$ cat src/rtl/imem_loadable.sv
// -----------------------------------------------------------------------------
// imem_loadable
//
// Runtime-loadable instruction memory for the Redux-V core.
//
// A program loader streams words in over a valid/ready load port. After the
// last word (or when the memory is full) the block enters READY. The fetch
// stage can then read words through a registered fetch port with a latency of
// one cycle. Addresses at or above the loaded program length return a NOP
// (all zeros) and raise fetch_oob.
//
// Optional feature macro: IMEM_PARITY_EN
//   defined   : every stored word carries one even-parity bit; fetch_perr
//               reports a mismatch when the word is read back
//   undefined : no parity storage; fetch_perr is always 0
//
// Ports
//   clk, rst      clock, asynchronous active-high reset
//   load_start    pulse: begin loading a new program at address 0
//   load_valid    load_data is valid this cycle
//   load_data     instruction word to store
//   load_last     marks the final word of the program
//   load_ready    a word is accepted this cycle (high only while loading)
//   load_done     one-cycle pulse when loading completes
//   prog_len      number of words in the loaded program (0..2**ADDR_W)
//   fetch_req     fetch request (served only when a program is loaded)
//   fetch_addr    fetch address
//   fetch_valid   instruction/fetch_oob/fetch_perr answer last cycle's request
//   instruction   fetched word (held while fetch_valid is 0)
//   fetch_oob     address was outside the loaded program
//   fetch_perr    parity mismatch on the fetched word
// -----------------------------------------------------------------------------
module imem_loadable #(
  parameter int DATA_W = 8,
  parameter int ADDR_W = 8
) (
  input  logic              clk,
  input  logic              rst,
  input  logic              load_start,
  input  logic              load_valid,
  input  logic [DATA_W-1:0] load_data,
  input  logic              load_last,
  output logic              load_ready,
  output logic              load_done,
  output logic [ADDR_W:0]   prog_len,
  input  logic              fetch_req,
  input  logic [ADDR_W-1:0] fetch_addr,
  output logic              fetch_valid,
  output logic [DATA_W-1:0] instruction,
  output logic              fetch_oob,
  output logic              fetch_perr
);

  localparam int DEPTH = 1 << ADDR_W;
`ifdef IMEM_PARITY_EN
  localparam int WORD_W = DATA_W + 1;
`else
  localparam int WORD_W = DATA_W;
`endif

  localparam logic [ADDR_W-1:0] WPTR_FULL = {ADDR_W{1'b1}};

  typedef enum logic [1:0] {
    ST_EMPTY = 2'd0,
    ST_LOAD  = 2'd1,
    ST_READY = 2'd2
  } state_t;

  state_t              state_r;
  state_t              state_s;
  logic [ADDR_W-1:0]   wptr_r;
  logic [ADDR_W:0]     prog_len_r;
  logic                load_ready_r;
  logic                load_done_r;
  logic                fetch_valid_r;
  logic [DATA_W-1:0]   instruction_r;
  logic                fetch_oob_r;
  logic                fetch_perr_r;

  logic                start_s;
  logic                accept_s;
  logic                exit_s;
  logic                fetch_go_s;
  logic [WORD_W-1:0]   wr_word_s;
  logic [WORD_W-1:0]   rd_word_s;
  logic                in_bounds_s;
  logic                perr_s;

  // Storage is deliberately not reset: contents survive rst but stay
  // unreachable until a new load completes.
  logic [WORD_W-1:0]   mem_r [DEPTH];

`ifdef IMEM_PARITY_EN
  // Even parity: the stored bit makes the total number of ones even.
  function automatic logic even_parity(input logic [DATA_W-1:0] d);
    even_parity = ^d;
  endfunction

  // A word read back with odd total parity has been corrupted.
  function automatic logic parity_error(input logic [WORD_W-1:0] w);
    parity_error = ^w;
  endfunction

  assign wr_word_s = {even_parity(load_data), load_data};
  assign perr_s    = parity_error(rd_word_s);
`else
  assign wr_word_s = load_data;
  assign perr_s    = 1'b0;
`endif

  assign rd_word_s   = mem_r[fetch_addr];
  // Compare at ADDR_W+1 bits so a full memory (prog_len = 2**ADDR_W) works.
  assign in_bounds_s = ({1'b0, fetch_addr} < prog_len_r);

  // FSM state register.
  always_ff @(posedge clk or posedge rst) begin
    if (rst) begin
      state_r <= ST_EMPTY;
    end else begin
      state_r <= state_s;
    end
  end

  // FSM next-state logic.
  always_comb begin
    state_s = state_r;
    case (state_r)
      ST_EMPTY, ST_READY: begin
        if (start_s) state_s = ST_LOAD;
        else         state_s = state_r;
      end
      ST_LOAD: begin
        if (exit_s) state_s = ST_READY;
        else        state_s = ST_LOAD;
      end
      default: state_s = ST_EMPTY;
    endcase
  end

  // FSM output decode: which actions happen on this edge.
  always_comb begin
    start_s    = 1'b0;
    accept_s   = 1'b0;
    exit_s     = 1'b0;
    fetch_go_s = 1'b0;
    case (state_r)
      ST_EMPTY: begin
        start_s = load_start;
      end
      ST_LOAD: begin
        // load_start is ignored while loading; load_ready is 1 here.
        accept_s = load_valid;
        exit_s   = load_valid & (load_last | (wptr_r == WPTR_FULL));
      end
      ST_READY: begin
        start_s    = load_start;
        fetch_go_s = fetch_req;
      end
      default: begin
        start_s    = 1'b0;
        accept_s   = 1'b0;
        exit_s     = 1'b0;
        fetch_go_s = 1'b0;
      end
    endcase
  end

  // Load handshake outputs, registered from the next state.
  always_ff @(posedge clk or posedge rst) begin
    if (rst) begin
      load_ready_r <= 1'b0;
      load_done_r  <= 1'b0;
    end else begin
      load_ready_r <= (state_s == ST_LOAD);
      load_done_r  <= exit_s;
    end
  end

  // Write pointer and program length bookkeeping.
  always_ff @(posedge clk or posedge rst) begin
    if (rst) begin
      wptr_r     <= {ADDR_W{1'b0}};
      prog_len_r <= {(ADDR_W+1){1'b0}};
    end else if (start_s) begin
      wptr_r     <= {ADDR_W{1'b0}};
      prog_len_r <= {(ADDR_W+1){1'b0}};
    end else if (accept_s) begin
      // Wraps to 0 after a full load; harmless because LOAD is left then.
      wptr_r <= wptr_r + {{(ADDR_W-1){1'b0}}, 1'b1};
      if (exit_s) begin
        prog_len_r <= {1'b0, wptr_r} + {{ADDR_W{1'b0}}, 1'b1};
      end
    end
  end

  // Memory write port.
  always_ff @(posedge clk) begin
    if (accept_s) begin
      mem_r[wptr_r] <= wr_word_s;
    end
  end

  // Registered fetch response; the data outputs hold when no fetch is served.
  // A fetch coinciding with load_start still sees the old contents/length.
  always_ff @(posedge clk or posedge rst) begin
    if (rst) begin
      fetch_valid_r <= 1'b0;
      instruction_r <= {DATA_W{1'b0}};
      fetch_oob_r   <= 1'b0;
      fetch_perr_r  <= 1'b0;
    end else if (fetch_go_s) begin
      fetch_valid_r <= 1'b1;
      if (in_bounds_s) begin
        instruction_r <= rd_word_s[DATA_W-1:0];
        fetch_oob_r   <= 1'b0;
        fetch_perr_r  <= perr_s;
      end else begin
        instruction_r <= {DATA_W{1'b0}};
        fetch_oob_r   <= 1'b1;
        fetch_perr_r  <= 1'b0;
      end
    end else begin
      fetch_valid_r <= 1'b0;
    end
  end

  assign load_ready  = load_ready_r;
  assign load_done   = load_done_r;
  assign prog_len    = prog_len_r;
  assign fetch_valid = fetch_valid_r;
  assign instruction = instruction_r;
  assign fetch_oob   = fetch_oob_r;
  assign fetch_perr  = fetch_perr_r;

endmodule
$ cat config.mk
export PLATFORM = sky130hd
export DESIGN_NAME = imem_loadable
export DESIGN_NICKNAME = d
export VERILOG_FILES = /design/src/rtl/imem_loadable.sv
export SDC_FILE = /design/constraint.sdc
export NUM_CORES = 2
export LEC_CHECK = 0
export CORE_MARGIN = 5
export CORE_UTILIZATION = 46
export CTS_CLUSTER_DIAMETER = 40
export DETAILED_ROUTE_END_ITERATION = 6
export PLACE_DENSITY_LB_ADDON = 0.08
export REMOVE_ABC_BUFFERS = 1
export SLEW_MARGIN = 0
export SYNTH_ARGS = -nofsm -noshare
export SYNTH_HDL_FRONTEND = slang
export SYNTH_SLANG_ARGS = --single-unit
$ cat constraint.sdc
create_clock -name clk -period 5.1 [get_ports clk]
set_clock_uncertainty 0.15 [all_clocks]
set_input_delay 1.53 -clock clk [delete_from_list [all_inputs] [get_ports clk]]
set_output_delay 1.53 -clock clk [all_outputs]
set_load 0.1 [all_outputs]
==> impl_metrics.sql <==
INSERT INTO impl_metrics (metric_group, metric, value, unit) VALUES
('cells_and_area', 'final_util', '54.3', '%'),
('detailed_routing', 'postRouteAntennaNets', '0', ''),
('synth', 'synthCells', '4396', ''),
('power_and_ir_drop', 'finalPower', '0.0416', 'W'),
('detailed_routing', 'avgRoutedWirePerCell', '31.2', 'um'),
('synth', 'async_reset_ff_share', '1.49', '%'),
('grt', 'grt_first_pass_wirelength', '321000', 'um'),
('synth', 'netlist_area', '81700', 'um2'),
('setup_path', 'worst_path_largest_cell_delay', '1.21', 'ns'),
('setup_path', 'path_max_fanout', '2', ''),
('clocking', 'cts-root-buf', 'sky130_fd_sc_hd__clkbuf_16', ''),
('floorplanning', 'floorplan.die.width', '432', 'um'),
('floorplanning', 'placeableCoreArea', '176000', 'um2'),
('timing', 'final_max_slew_viol_count', '0', ''),
('synth', 'synth-main-ff-cell', 'sky130_fd_sc_hd__edfxtp_1', ''),
('detailed_routing', 'route.detailed.drc', '0', ''),
('setup_path', 'worstSetupStartpoint', 'instruction[5]', ''),
('clocking', 'postCtsHoldBufs', '0', ''),
('setup_path', 'timing.setup.critical_path_class', 'reg -> out', ''),
('clocking', 'tritoncts', 'yes', ''),
('synth', 'number_of_synthesized_flops_with_an_enable_pin', '2048', ''),
('setup_path', 'crit_arrival', '2.64', 'ns'),
('floorplanning', 'design.portCount', '44', ''),
('run_status', 'status', 'completed', ''),
('setup_path', 'critical_path_buf_inv_count', '1', ''),
('grt', 'overflow', '0', ''),
('floorplanning', 'standard_cell_rows', '154', ''),
('power_and_ir_drop', 'worst_ir_drop_vdd', '0.365', 'mV'),
('synth', 'synth.distinct_cells', '65', ''),
('grt', 'vias_in_the_first_global_route', '42700', ''),
('detailed_routing', 'wl_met3', '12500', 'um'),
('setup_path', 'r2r-start', 'wptr_r[4]', ''),
('synth', 'yosys_warnings', '0', ''),
('cells_and_area', 'fill_cells', '14000', ''),
('hold_path', 'hold_start', 'prog_len[1]', ''),
('setup_path', 'timing.critical_path.cells', 'clkdlybuf4s50_1', ''),
('detailed_routing', 'post_drt_via_cell_ratio', '5.88', ''),
('detailed_routing', 'top_signal_layer_used', 'met5', ''),
('timing', 'slew-limit-headroom', '26.1', '%'),
('floorplanning', 'initial_core_util', '46.3', '%'),
('cells_and_area', 'syn2layout_area_growth', '17.3', '%'),
('timing', 'rsz0062_at_grt', 'false', ''),
('detailed_routing', 'met2RoutedLength', '113000', 'um'),
('placement', 'place.detailed.hpwl', '145000', 'um'),
('hold_path', 'worst_min_delay_path_category', 'reg -> reg', ''),
('grt', 'number_of_antenna_violations_at_the_first_check_in_global_routing', '3', ''),
('placement', 'gp_routability_congestion', '0.847', ''),
('grt', 'grt_use_total', '24.1', '%'),
('cells_and_area', 'multi_input_comb_area', '18000', 'um2'),
('clocking', 'number_of_buffers_added_for_setup_after_cts', '0', ''),
('detailed_routing', 'iteration_count_of_the_initial_detailed_routing_pass', '6', ''),
('synth', 'syn-mean-instance-area', '18.6', 'um2'),
('clocking', 'resized_after_cts', '0', ''),
('setup_path', 'crit_path_leading_delay_family', 'buffers and inverters', ''),
('floorplanning', 'fp.dieArea', '186000', 'um2'),
('synth', 'postSynthRegisterBits', '2079', ''),
('synth', 'yosys.area.top_type_share', '75.2', '%'),
('clocking', 'clock_sink_count', '2079', ''),
('clocking', 'htree_levels', '5', ''),
('clocking', 'clk_pin_slew_worst_paths', '0.06', 'ns'),
('run', 'max_cap_violations', '0', ''),
('synth', 'post_synth_main_area_contributors', 'sky130_fd_sc_hd__edfxtp_1 (75%), sky130_fd_sc_hd__mux2i_1 (8.4%), sky130_fd_sc_hd__mux4_2 (4.8%)', ''),
('floorplanning', 'floorplan.die.height', '432', 'um'),
('cells_and_area', 'ff_latch_area', '62300', 'um2'),
('setup_path', 'worst_setup_path_start_kind', 'register', ''),
('timing', 'report.final.setup_viol', '0', ''),
('cells_and_area', 'fin_nets', '4755', ''),
('placement', 'io_buffers', '42', ''),
('clocking', 'cts.path.max_buffers', '4', ''),
('setup_path', 'crit_required', '3.42', 'ns'),
('synth', 'synth_seq_area_share', '76.2', '%');
## per-layer routing
layer,up-vias,GRT usage (%)
met3,389,3.79
met4,2,7.42
li1,18600,-
met2,1374,40.4
met1,22500,32.7
met5,-,0
## cells in the mapped netlist (all sizes together) (6+ instances only)
library cell,instances
dfrtp,31
mux2i,685
o21ai,27
mux4,176
o22ai,23
inv,23
xor2,6
a21oi,32
ha,11
a221oi,21
clkbuf,108
o21a,7
nand4,76
o211ai,16
nor2,292
or2,10
and3,8
buf,168
edfxtp,2048
nand3,104
a22oi,331
nor2b,14
a221o,8
a211oi,32
nand2,77
nand2b,9
## path summary, 6_finish.rpt
kind / end / slack [ns] / cells after the start
hold reg to reg: prog_len[1] / 0.42 / 2
max in group asynchronous: instruction[2] / 3.56 / 3
setup / recovery: instruction[5] / 0.78 / 1
hold / removal: prog_len[1] / 0.42 / 2
min in group asynchronous: fetch_valid / 0.88 / 3
setup reg to reg: mem_r[185][4] / 1.69 / 3
## layout by cell type (no fill, tap or decap), drive strengths merged, types with 76 or more instances in the layout
cell,n
mux4,176
a22oi,331
mux2i,685
nand3,104
clkinv,102
nand2,77
nor2,292
clkbuf,340
buf,266
nand4,76
edfxtp,2048
## metrics by stage
step	setup TNS (ns)	cells	hold slack, ns	worst slack [ns]	area (um2)
2_1_floorplan	-13.51	4120	0.394	-1.81	80200
3_3_place_gp	0	6755	0.405	0.0484	86100
3_5_place_dp	0	6755	0.410	0.0689	86100
4_1_cts	0	7278	0.421	0.737	95800
5_1_grt	0	7278	0.444	0.770	95800
6_report	0	7279	0.424	0.779	95800
## area by class of cell
class | instances | share of cell area, %
Multi-Input combinational cell | 2018 | 18.7
Timing Repair Buffer | 295 | 2.99
Clock inverter | 184 | 1.87
Inverter | 23 | 0.0901
Clock buffer | 339 | 8.27
Tap cell | 2340 | 3.05
Sequential cell | 2079 | 65.0
Antenna cell | 1 | 0.00261
## sequential cells by signal, summed over array words and instances (netlist names)
register and flops:
fetch_oob 1, fetch_valid 1, instruction 8, load_done 1
load_ready 1, mem_r 2048, prog_len 9, state_r 2
wptr_r 8
## kinds of logic (layout without fill, tap and decap cells)
kind of cell               count (synthesis)  after routing  share of synthesized area [%]
AOI/OAI and AO/OA                        506            506                           4.53
and+or+nand+nor                          629            629                           3.71
adders and majority gates                 11             11                          0.168
muxes                                    863            863                           13.3
DFF                                     2079           2079                           76.2
other                                      1              2                        0.00459
buffers and inverters                    299            841                           2.03
xor gates and xnor gates                   8              8                         0.0857
## where the power goes
group / internal [W] / switching [W] / total, W
logic: 0.000734 / 0.00183 / 0.00256
registers: 0.0189 / 0.000122 / 0.0190
clock network: 0.0125 / 0.00760 / 0.0201
total: 0.0321 / 0.00955 / 0.0416
## worst min-delay path, stage by stage, from the launching register on
cell                      delay [ns]
sky130_fd_sc_hd__dfrtp_1        0.40
sky130_fd_sc_hd__nand2_1        0.07
sky130_fd_sc_hd__a21oi_1        0.06
Power figures use the tool's default switching activity.
